$ cat src/rtl/victim_pkg.sv
// Shared types and defaults for the victim buffer: geometry defaults,
// the per-entry record and the writeback FSM encoding.
package victim_pkg;

  localparam int S_OFFSET = 5;
  localparam int S_INDEX  = 4;
  localparam int LA_W     = 32 - S_OFFSET;
  localparam int LINE_W   = 256;

  typedef struct packed {
    logic              valid;
    logic              dirty;
    logic [LA_W-1:0]   line;
    logic [LINE_W-1:0] data;
  } vb_entry_t;

  typedef enum logic {
    ST_IDLE = 1'b0,
    ST_WB   = 1'b1
  } vb_state_t;

endpackage

$ cat src/rtl/victim_compare.sv
// Per-entry address comparator: matches one stored line address against
// both the lookup probe and the incoming eviction.
module victim_compare #(
  parameter int la_w = 27
) (
  input  logic            valid,
  input  logic [la_w-1:0] entry_line,
  input  logic [la_w-1:0] lookup_line,
  input  logic [la_w-1:0] evict_line,
  output logic            lookup_match,
  output logic            evict_match
);

  assign lookup_match = valid && (entry_line == lookup_line);
  assign evict_match  = valid && (entry_line == evict_line);

endmodule

$ cat src/rtl/victim_buffer.sv
// Fully associative victim buffer sitting beside the L1.
// Accepts evicted lines, serves combinational lookups (with optional take
// to swap a line back), and writes back a dirty round-robin victim through
// a single writeback register when the buffer is full.
// Optional build macro VB_STATS_EN adds saturating take / writeback counters.
module victim_buffer
  import victim_pkg::*;
#(
  parameter int s_offset = S_OFFSET,
  parameter int s_index  = S_INDEX,
  parameter int vb_depth = 4
) (
  input  logic         clk,
  input  logic         rst,
  input  logic         evict_valid,
  output logic         evict_ready,
  input  logic [31:0]  evict_addr,
  input  logic [255:0] evict_data,
  input  logic         evict_dirty,
  input  logic [31:0]  lookup_addr,
  output logic         lookup_hit,
  output logic [255:0] lookup_data,
  output logic         lookup_dirty,
  input  logic         lookup_take,
  output logic         pmem_write,
  output logic [31:0]  pmem_address,
  output logic [255:0] pmem_wdata,
  input  logic         pmem_resp
`ifdef VB_STATS_EN
  ,
  output logic [31:0]  vb_hits,
  output logic [31:0]  vb_wbs
`endif
);

  localparam int la_w = 32 - s_offset;
  localparam int rr_w = $clog2(vb_depth);

  if (vb_depth < 2 || vb_depth > 8 || (vb_depth & (vb_depth - 1)) != 0 ||
      s_offset + s_index > 31) begin : g_param_check
    $error("victim_buffer: unsupported parameter combination");
  end

  vb_entry_t           entries [vb_depth];
  vb_state_t           state, state_next;
  logic [rr_w-1:0]     rr;

  logic [la_w-1:0]     lookup_line, evict_line;
  logic [vb_depth-1:0] lookup_match, evict_match;
  logic [vb_depth-1:0] slot_free, evict_match_live;
  logic                take_fire, any_free, any_match, rr_dirty;
  logic [rr_w-1:0]     free_idx, match_idx, ins_idx;
  logic                do_insert, wb_start;
  logic                unused_offset_bits;

  assign lookup_line = lookup_addr[31:s_offset];
  assign evict_line  = evict_addr[31:s_offset];
  assign unused_offset_bits = ^{lookup_addr[s_offset-1:0], evict_addr[s_offset-1:0]};

  for (genvar i = 0; i < vb_depth; i++) begin : g_cmp
    victim_compare #(.la_w(la_w)) u_cmp (
      .valid        (entries[i].valid),
      .entry_line   (entries[i].line),
      .lookup_line  (lookup_line),
      .evict_line   (evict_line),
      .lookup_match (lookup_match[i]),
      .evict_match  (evict_match[i])
    );
  end

  // Hit muxing plus free-slot / in-place-match selection. A slot being taken
  // this cycle is treated as free and no longer counts as an in-place target.
  always_comb begin
    lookup_hit       = |lookup_match;
    take_fire        = lookup_take && lookup_hit;
    lookup_data      = '0;
    lookup_dirty     = 1'b0;
    slot_free        = '0;
    evict_match_live = '0;
    free_idx         = '0;
    match_idx        = '0;
    for (int i = 0; i < vb_depth; i++) begin
      if (lookup_match[i]) begin
        lookup_data  = lookup_data | entries[i].data;
        lookup_dirty = lookup_dirty | entries[i].dirty;
      end
      slot_free[i]        = !entries[i].valid || (take_fire && lookup_match[i]);
      evict_match_live[i] = evict_match[i] && !(take_fire && lookup_match[i]);
    end
    for (int i = vb_depth - 1; i >= 0; i--) begin
      if (slot_free[i])        free_idx  = rr_w'(i);
      if (evict_match_live[i]) match_idx = rr_w'(i);
    end
    any_free  = |slot_free;
    any_match = |evict_match_live;
    rr_dirty  = entries[rr].dirty;
  end

  // FSM state register.
  always_ff @(posedge clk or posedge rst) begin
    if (rst) state <= ST_IDLE;
    else     state <= state_next;
  end

  // FSM next state: leave IDLE only when the eviction needs a dirty victim written out.
  always_comb begin
    state_next = state;
    case (state)
      ST_IDLE: if (evict_valid && !any_free && !any_match && rr_dirty) state_next = ST_WB;
      ST_WB:   if (pmem_resp) state_next = ST_IDLE;
      default: state_next = ST_IDLE;
    endcase
  end

  // FSM outputs: accept/stall decision and writeback launch.
  always_comb begin
    evict_ready = 1'b0;
    wb_start    = 1'b0;
    case (state)
      ST_IDLE: begin
        evict_ready = any_free || any_match || !rr_dirty;
        wb_start    = evict_valid && !(any_free || any_match || !rr_dirty);
      end
      default: ;
    endcase
  end

  // Insert target: in-place merge beats lowest free slot beats round-robin victim.
  always_comb begin
    do_insert = evict_valid && evict_ready;
    if (any_match)     ins_idx = match_idx;
    else if (any_free) ins_idx = free_idx;
    else               ins_idx = rr;
  end

  // Entry storage: take clears, writeback launch invalidates the victim, insert writes last.
  always_ff @(posedge clk or posedge rst) begin
    if (rst) begin
      for (int i = 0; i < vb_depth; i++) entries[i] <= '0;
    end else begin
      for (int i = 0; i < vb_depth; i++) begin
        if (take_fire && lookup_match[i]) entries[i].valid <= 1'b0;
      end
      if (wb_start) entries[rr].valid <= 1'b0;
      if (do_insert) begin
        entries[ins_idx].valid <= 1'b1;
        entries[ins_idx].line  <= evict_line;
        entries[ins_idx].data  <= evict_data;
        entries[ins_idx].dirty <= any_match ? (entries[ins_idx].dirty | evict_dirty)
                                            : evict_dirty;
      end
    end
  end

  // Round-robin pointer moves only when a valid line is overwritten without writeback.
  always_ff @(posedge clk or posedge rst) begin
    if (rst)                                    rr <= '0;
    else if (do_insert && !any_match && !any_free) rr <= rr + 1'b1;
  end

  // Writeback register: loaded from the victim on launch, held until memory responds.
  always_ff @(posedge clk or posedge rst) begin
    if (rst) begin
      pmem_write   <= 1'b0;
      pmem_address <= '0;
      pmem_wdata   <= '0;
    end else if (wb_start) begin
      pmem_write   <= 1'b1;
      pmem_address <= {entries[rr].line, {s_offset{1'b0}}};
      pmem_wdata   <= entries[rr].data;
    end else if (state == ST_WB && pmem_resp) begin
      pmem_write   <= 1'b0;
    end
  end

`ifdef VB_STATS_EN
  // Saturating counts of swaps back to L1 and of completed writebacks.
  always_ff @(posedge clk or posedge rst) begin
    if (rst) begin
      vb_hits <= '0;
      vb_wbs  <= '0;
    end else begin
      if (take_fire && vb_hits != '1)                 vb_hits <= vb_hits + 32'd1;
      if (state == ST_WB && pmem_resp && vb_wbs != '1) vb_wbs  <= vb_wbs + 32'd1;
    end
  end
`endif

endmodule

$ cat config.mk
export PLATFORM = sky130hd
export DESIGN_NAME = victim_buffer
export DESIGN_NICKNAME = d
export VERILOG_FILES = /design/src/rtl/victim_pkg.sv /design/src/rtl/victim_compare.sv /design/src/rtl/victim_buffer.sv
export SDC_FILE = /design/constraint.sdc
export NUM_CORES = 2
export LEC_CHECK = 0
export ABC_AREA = 1
export CELL_PAD_IN_SITES_DETAIL_PLACEMENT = 0
export CELL_PAD_IN_SITES_GLOBAL_PLACEMENT = 2
export CORE_MARGIN = 2
export CORE_UTILIZATION = 33
export DETAILED_ROUTE_END_ITERATION = 8
export PLACE_DENSITY_LB_ADDON = 0.1
export SLEW_MARGIN = 0
export SYNTH_ARGS = -nofsm -noshare
export SYNTH_HDL_FRONTEND = slang
export SYNTH_HIERARCHICAL = 1
export SYNTH_SLANG_ARGS = --single-unit
$ cat constraint.sdc
create_clock -name clk -period 63.4 [get_ports clk]
set_clock_uncertainty 0.05 [all_clocks]
set_input_delay 12.68 -clock clk [delete_from_list [all_inputs] [get_ports clk]]
set_output_delay 12.68 -clock clk [all_outputs]
set_load 0.05 [all_outputs]
-- Word-level counts from Yosys, hierarchy flattened
Index checks and enable logic that the tools add are counted.
Widths: inputs -> output; s select.
- $add $sub $neg: 1
- magnitude comparators: 4
- eq/ne operators: 8
- mux-type cells: 53
- bitwise operators: 10
- reductions and logical operators: 49
- operators with widths (operator ; number):
    $bwmux 1140 ; 5
    $demux 285 s2 ; 5
    $mux 1140 ; 2
    $mux 284 ; 5
    $mux 256 ; 5
    $bmux 285 s2 ; 2
    $or 256x256->256 ; 3
    $mux 285 ; 2
    $mux 283 ; 1
    $eq 27x27->1 ; 8
    $logic_and 1x1->1 ; 27
    $mux 2 ; 10
    $mux 1 ; 15
    $logic_not 1->1 ; 12
    $reduce_or 4->1 ; 3
    $ge 3x3->1 const B ; 2
    $logic_or 1x1->1 ; 6
    $lt 3x1->1 const B ; 2
    $not 2->3 ; 2
    $or 1x1->1 ; 4
    $add 2x1->2 const B ; 1
    $pmux 1 s2 ; 1
    $reduce_bool 2->1 ; 1
    $not 1->1 ; 1
- bits in registers: 1427
- input port bits: 326
- output and inout bits: 548
- word-level logic and storage cells: 146

-- Longest topological paths before layout
- depth in word-level cells: 22
- depth in mapped cells: 27
- depth with buffers taken out: 26

-- By module
The synthesis kept the hierarchy.
- modules (own cells, without submodules) (module ; times used ; cells each ; area an instance (µm²) ; seq. area each (µm²)):
    victim_buffer ; 1 ; 8116 ; 66229.8 ; 35709.2
    victim_compare ; 4 ; 272 ; 1068.5 ; 0.0

-- Least setup slack after synthesis
No wires, ideal clock.
- kind: input to output
- start: input port lookup_addr[16]
- end: output port lookup_data[100]
- arrival time: 14.930 ns
- data required time: 50.670 ns
- slack: 35.740 ns
- cell stages on the path: 13
- buffers on the path: 3
- path through: inv_1 -> nand2_1 -> nand2_1 -> nor2_1 -> nand2_1 -> nor2_1 -> nand2_1 -> nor2_2 -> clkbuf_1 -> clkinv_1 -> clkbuf_1 -> clkbuf_1 -> o2111ai_1
- word-level cells in the longest chain between the ends: 9
- elaborated cells on any way between the ends: 15
- those cells by class: 4 x eq/ne; 4 x mux; 3 x bitwise; 4 x reduce/logical
- ends and longest elaborated chain (element ; RTL line ; source):
    start: declaration ; victim_buffer.sv:20 ; input logic [31:0] lookup_addr,
    $eq 27x27->1 (*) ; victim_compare.sv:14 ; assign lookup_match = valid && (entry_line == lookup_line);
    $logic_and 1x1->1 (*) ; victim_compare.sv:14 ;
    named net lookup_match[0] ; victim_buffer.sv:49 ; logic [vb_depth-1:0] lookup_match, evict_match;
    $mux 256 (*) ; victim_buffer.sv:83 ; if (lookup_match[i]) begin
    $or 256x256->256 ; victim_buffer.sv:84 ; lookup_data = lookup_data | entries[i].data;
    $mux 256 (*) ; victim_buffer.sv:83 ;
    $or 256x256->256 ; victim_buffer.sv:84 ;
    $mux 256 (*) ; victim_buffer.sv:83 ;
    $or 256x256->256 ; victim_buffer.sv:84 ;
    $mux 256 (*) ; victim_buffer.sv:83 ;
    end: declaration ; victim_buffer.sv:22 ; output logic [255:0] lookup_data,
The timed path passes the listed nets; every way through them passes the cells marked *.

-- Worst setup path after layout
- start: input port lookup_addr[17]
- end: output port lookup_data[196]
- elaborated cells on any way between the ends: 15
- those cells by class: 4 x eq/ne; 4 x mux; 3 x bitwise; 4 x reduce/logical
- RTL lines (element ; RTL line):
    $eq 27x27->1 (*) ; victim_compare.sv:14
    $logic_and 1x1->1 (*) ; victim_compare.sv:14
    named net lookup_match[1] ; victim_buffer.sv:49
    $mux 256 (*) ; victim_buffer.sv:83
    $or 256x256->256 ; victim_buffer.sv:84
    $mux 256 (*) ; victim_buffer.sv:83
    $or 256x256->256 ; victim_buffer.sv:84
    $mux 256 (*) ; victim_buffer.sv:83
Marked as above.

==> results.md <==
- Pin placement for this block handled 874 I/O pins.
- The root buffer cell chosen for the clock tree is sky130_fd_sc_hd__clkbuf_16.
- The transition time at the pin with the least slew margin is 1.13 ns.
- For this run, the register share of the synthesized area comes to 50.6%.
- At the worst endpoint, the required time is 50.67 ns.
- Compared with the post-synthesis result, the final layout area differs by 21.9%.
- The cell area after layout is 86000 um2.
- The number of setup buffers added after CTS is 0.
- The pin count of the biggest net entering global routing is 201.
- Of the cells placed in the final design, the portion with a size suffix greater than 1 is 4.19%.
- On the final layout, the worst hold slack is 0.430 ns.
- The worst reg-to-reg path cell count is 24.
- The final standard cell count with taps included and fillers excluded is 12674.
- The synthesized area is 70500 um2.
- The flow ran to the end, and the final reports show no timing, DRC or antenna violations.
- Counting along the longest clock path gives a buffer depth of 3.
- The setup slack of the most critical reg-to-reg path is 55.87 ns.
- The detailed-router iteration count before antenna repair is 6.
- Once layout is complete, the utilization of the core stands at 40.5%.
- For this run, design rule violations remaining after detail routing come to 0.
- The synthesized design contains 1427 register bits.
- The count of nets left with antenna violations once routing finished came out at 0.
- Counting I/O delays and the setup requirement, the final critical path takes 30.74 ns.
- The maximum operating frequency is 32.5 MHz.
- The final global-route overflow total is 0.
- The total via count after detailed routing is 63407.
- Dividing the detail-routed wire length by the instance count gives 21.6 um.
- The type of element capturing the critical path is a primary output.
- Measured against its own limit, the worst slew margin works out to 24.9%.
- The number of CTS-inserted buffers is 174.
- The last weighted congestion value of the routability-driven placer is 0.856.
- Tracing the worst setup path back leads to its startpoint at lookup_addr[17].
- The static power due to leakage is 0.0399 uW.
- The total placed cells including tap cells is 12342.
- Synthesis instantiated 28 different standard cells from the library.
- Setup violations remaining at the end of the flow were counted as 0.
- The tree built by TritonCTS fans out to 1427 sinks.
- The die outline area is 217000 um2.
- Row generation in the floorplan step produced 169 rows.
- The per-instance average area after synthesis is 7.66 um2.
- The via count of the first global-routing pass is 60946.
- The clock tree synthesis step divided the H-tree into 4 levels.
- Setup repair after global routing left no endpoint under its margin.
- The max-capacitance violation count is 0.
- The die outline width is 466 um.
- The final hold violation count is 0.
- The worst-case IR drop observed on VDD is 36.7 uV.
- Of all nets on the critical path, the largest fanout is 58.
- The critical path in this run is classified as input pin to primary output.
- The insertion delay of the later-clocked pin in the worst-skew pair is 0.83 ns.
- The number of nets in the layout is 10027.
- The largest area contributor in the netlist is sky130_fd_sc_hd__dfrtp_1.
- The final sum of negative setup slack is 0 ns.
- The number of gates resized after CTS was 0.
- The DRC marker count from the first detailed-route iteration is 4664.
- For this run, the number of Yosys warnings is 6.
- The initial standard-cell utilization of the core is 33.2%.
- The core region is 212000 um2.
- By area the synthesized netlist is led by sky130_fd_sc_hd__dfrtp_1 51%, sky130_fd_sc_hd__nand2_1 20%, sky130_fd_sc_hd__o21ai_0 5.7%.
- The average vias per placed instance is 5.00.
- The power density over cell area is 53.0 nW/um2.
- The number of antenna violations at the first check in global routing is 70.
- The area used by sequential logic in the layout is 35700 um2.
- The last element of the critical path is lookup_data[196].
- The max-slew violation total from the final report is 0.
- STA puts the critical path data arrival time at 18.01 ns.
- The die span in y is 466 um.
- After detailed placement, the total cell area comes to 80300 um2.
- After filler insertion, the fill cell instance count of the layout stands at 21879.
- In the finished design, the share of the clock period the worst path needs comes to 48.5%.
- The type of the worst min-delay path is flip-flop to flip-flop.
- The worst register-to-register path begins at entries[275].
- The final layout contains routed wiring with a total length of 274000 um.
- The total of hold buffers inserted after clock tree synthesis is 0.
- The total area of multi-input combinational cells is 28900 um2.
- In this run the critical register-to-register path is captured at entries[750].
- STA classifies the critical path startpoint as an input pin.
- The first global-routing pass estimated 409000 um of wire.
- Global routing used 24.8% of the available tracks.
- The share of synthesized area in the top cell type comes to 50.6%.
- In the synthesized netlist, the number of instances is 9204.
- After clock tree synthesis, the clock-pin slew on the worst setup and hold paths is 0.05 ns.
- The placed wire-length estimate after detailed placement is 170000 um.
- TritonCTS built the clock tree.
- In this run the tool buffered the top-level ports with 858 buffer cells.
==> metal layers <==
| metal | global-route usage (%) | part of all wire [%] | up-vias |
|---|---|---|---|
| met5 | 0 | 0.15 | - |
| met4 | 9.29 | 3.7 | 70 |
| met3 | 6.81 | 7.4 | 454 |
| met2 | 37.9 | 44 | 1771 |
| met1 | 33.3 | 45 | 30298 |
| li1 | - | - | 30814 |
==> layout by cell type, fill, tap and decap left out, types with 17 or more instances in the layout <==
master / n
sky130_fd_sc_hd__a21oi_1: 286
sky130_fd_sc_hd__diode_2: 22
sky130_fd_sc_hd__o21ai_0: 799
sky130_fd_sc_hd__clkbuf_16: 175
sky130_fd_sc_hd__o2111ai_1: 140
sky130_fd_sc_hd__clkinv_2: 19
sky130_fd_sc_hd__o21ai_1: 763
sky130_fd_sc_hd__xnor2_1: 28
sky130_fd_sc_hd__inv_1: 689
sky130_fd_sc_hd__nor2_1: 140
sky130_fd_sc_hd__nand4_1: 118
sky130_fd_sc_hd__clkbuf_1: 56
sky130_fd_sc_hd__inv_2: 40
sky130_fd_sc_hd__nand3_1: 152
sky130_fd_sc_hd__buf_12: 17
sky130_fd_sc_hd__buf_4: 62
sky130_fd_sc_hd__clkdlybuf4s50_1: 858
sky130_fd_sc_hd__dfrtp_1: 1425
sky130_fd_sc_hd__a32o_1: 144
sky130_fd_sc_hd__clkbuf_8: 36
sky130_fd_sc_hd__nand2_1: 3811
==> sequential cells by signal, indices dropped and copies added, names as in the netlist <==
| register | flops |
|---|---|
| rr | 2 |
| pmem_address | 27 |
| entries | 1140 |
| pmem_wdata | 256 |
| state | 1 |
| pmem_write | 1 |
==> cells in the mapped netlist (all sizes together) <==
library cell	count
a32o	144
clkinv	1
nand3	156
a21oi	288
nor2	157
nand4	118
nand2	3821
o21ai	1562
clkbuf	347
buf	277
ha	4
inv	732
xor2	1
xnor2	28
conb	1
o2111ai	140
dfrtp	1427
==> cell families after synthesis <==
group | share of synthesized area (%)
AND/OR/NAND/NOR | 23.5
AO/OA/AOI/OAI | 16.9
flip-flops | 50.6
buffers and inverters | 8.51
XOR/XNOR | 0.360
adder cells (fa/ha/maj) | 0.0710
other | 0.00532
==> power by group <==
group | leakage, uW | internal [uW] | switching (uW)
clock network | 0.00275 | 574 | 420
registers | 0.0179 | 1340 | 329
logic | 0.0193 | 611 | 1290
total | 0.0399 | 2520 | 2030
==> area by class of cell <==
class	instances	share of cell area, %
antenna	22	0.0640
clock buffer	267	5.91
clock inverter	43	0.642
inverter	733	3.23
multi-input combinational	6424	33.6
sequential	1427	41.5
tap	2821	4.11
timing repair buffer	937	10.9
==> worst min-delay path by stage <==
stage | start | endpoint | cells after the start
after global routing | entries[980] | entries[980] | 2
after CTS | pmem_wdata[192] | pmem_wdata[192] | 2
final | pmem_wdata[7] | pmem_wdata[7] | 2
after floorplan | entries[1000] | entries[1000] | 2
after detailed placement | pmem_wdata[217] | pmem_wdata[217] | 2
after global placement | pmem_write | pmem_write | 2
==> critical path, cell delays in order <==
cell                              delay, ns
sky130_fd_sc_hd__clkdlybuf4s50_1       0.64
sky130_fd_sc_hd__nor2_1                0.09
sky130_fd_sc_hd__nor2_1                0.14
sky130_fd_sc_hd__nand2_1               0.07
sky130_fd_sc_hd__nor2_1                0.27
sky130_fd_sc_hd__nand3_1               0.18
sky130_fd_sc_hd__nor2_4                0.28
sky130_fd_sc_hd__buf_4                 0.60
sky130_fd_sc_hd__buf_4                 0.68
sky130_fd_sc_hd__buf_4                 0.90
sky130_fd_sc_hd__nand2_1               0.11
sky130_fd_sc_hd__o2111ai_1             0.16
sky130_fd_sc_hd__clkdlybuf4s50_1       0.99
==> stage by stage <==
stage          power, uW  setup WS, ns
2_1_floorplan       2970         10.43
3_3_place_gp        3560         32.66
3_5_place_dp        3590         32.68
4_1_cts             4610         32.67
5_1_grt             4920         32.50
6_report            4560         32.66
Note: power is estimated with default switching activity, not from simulation.
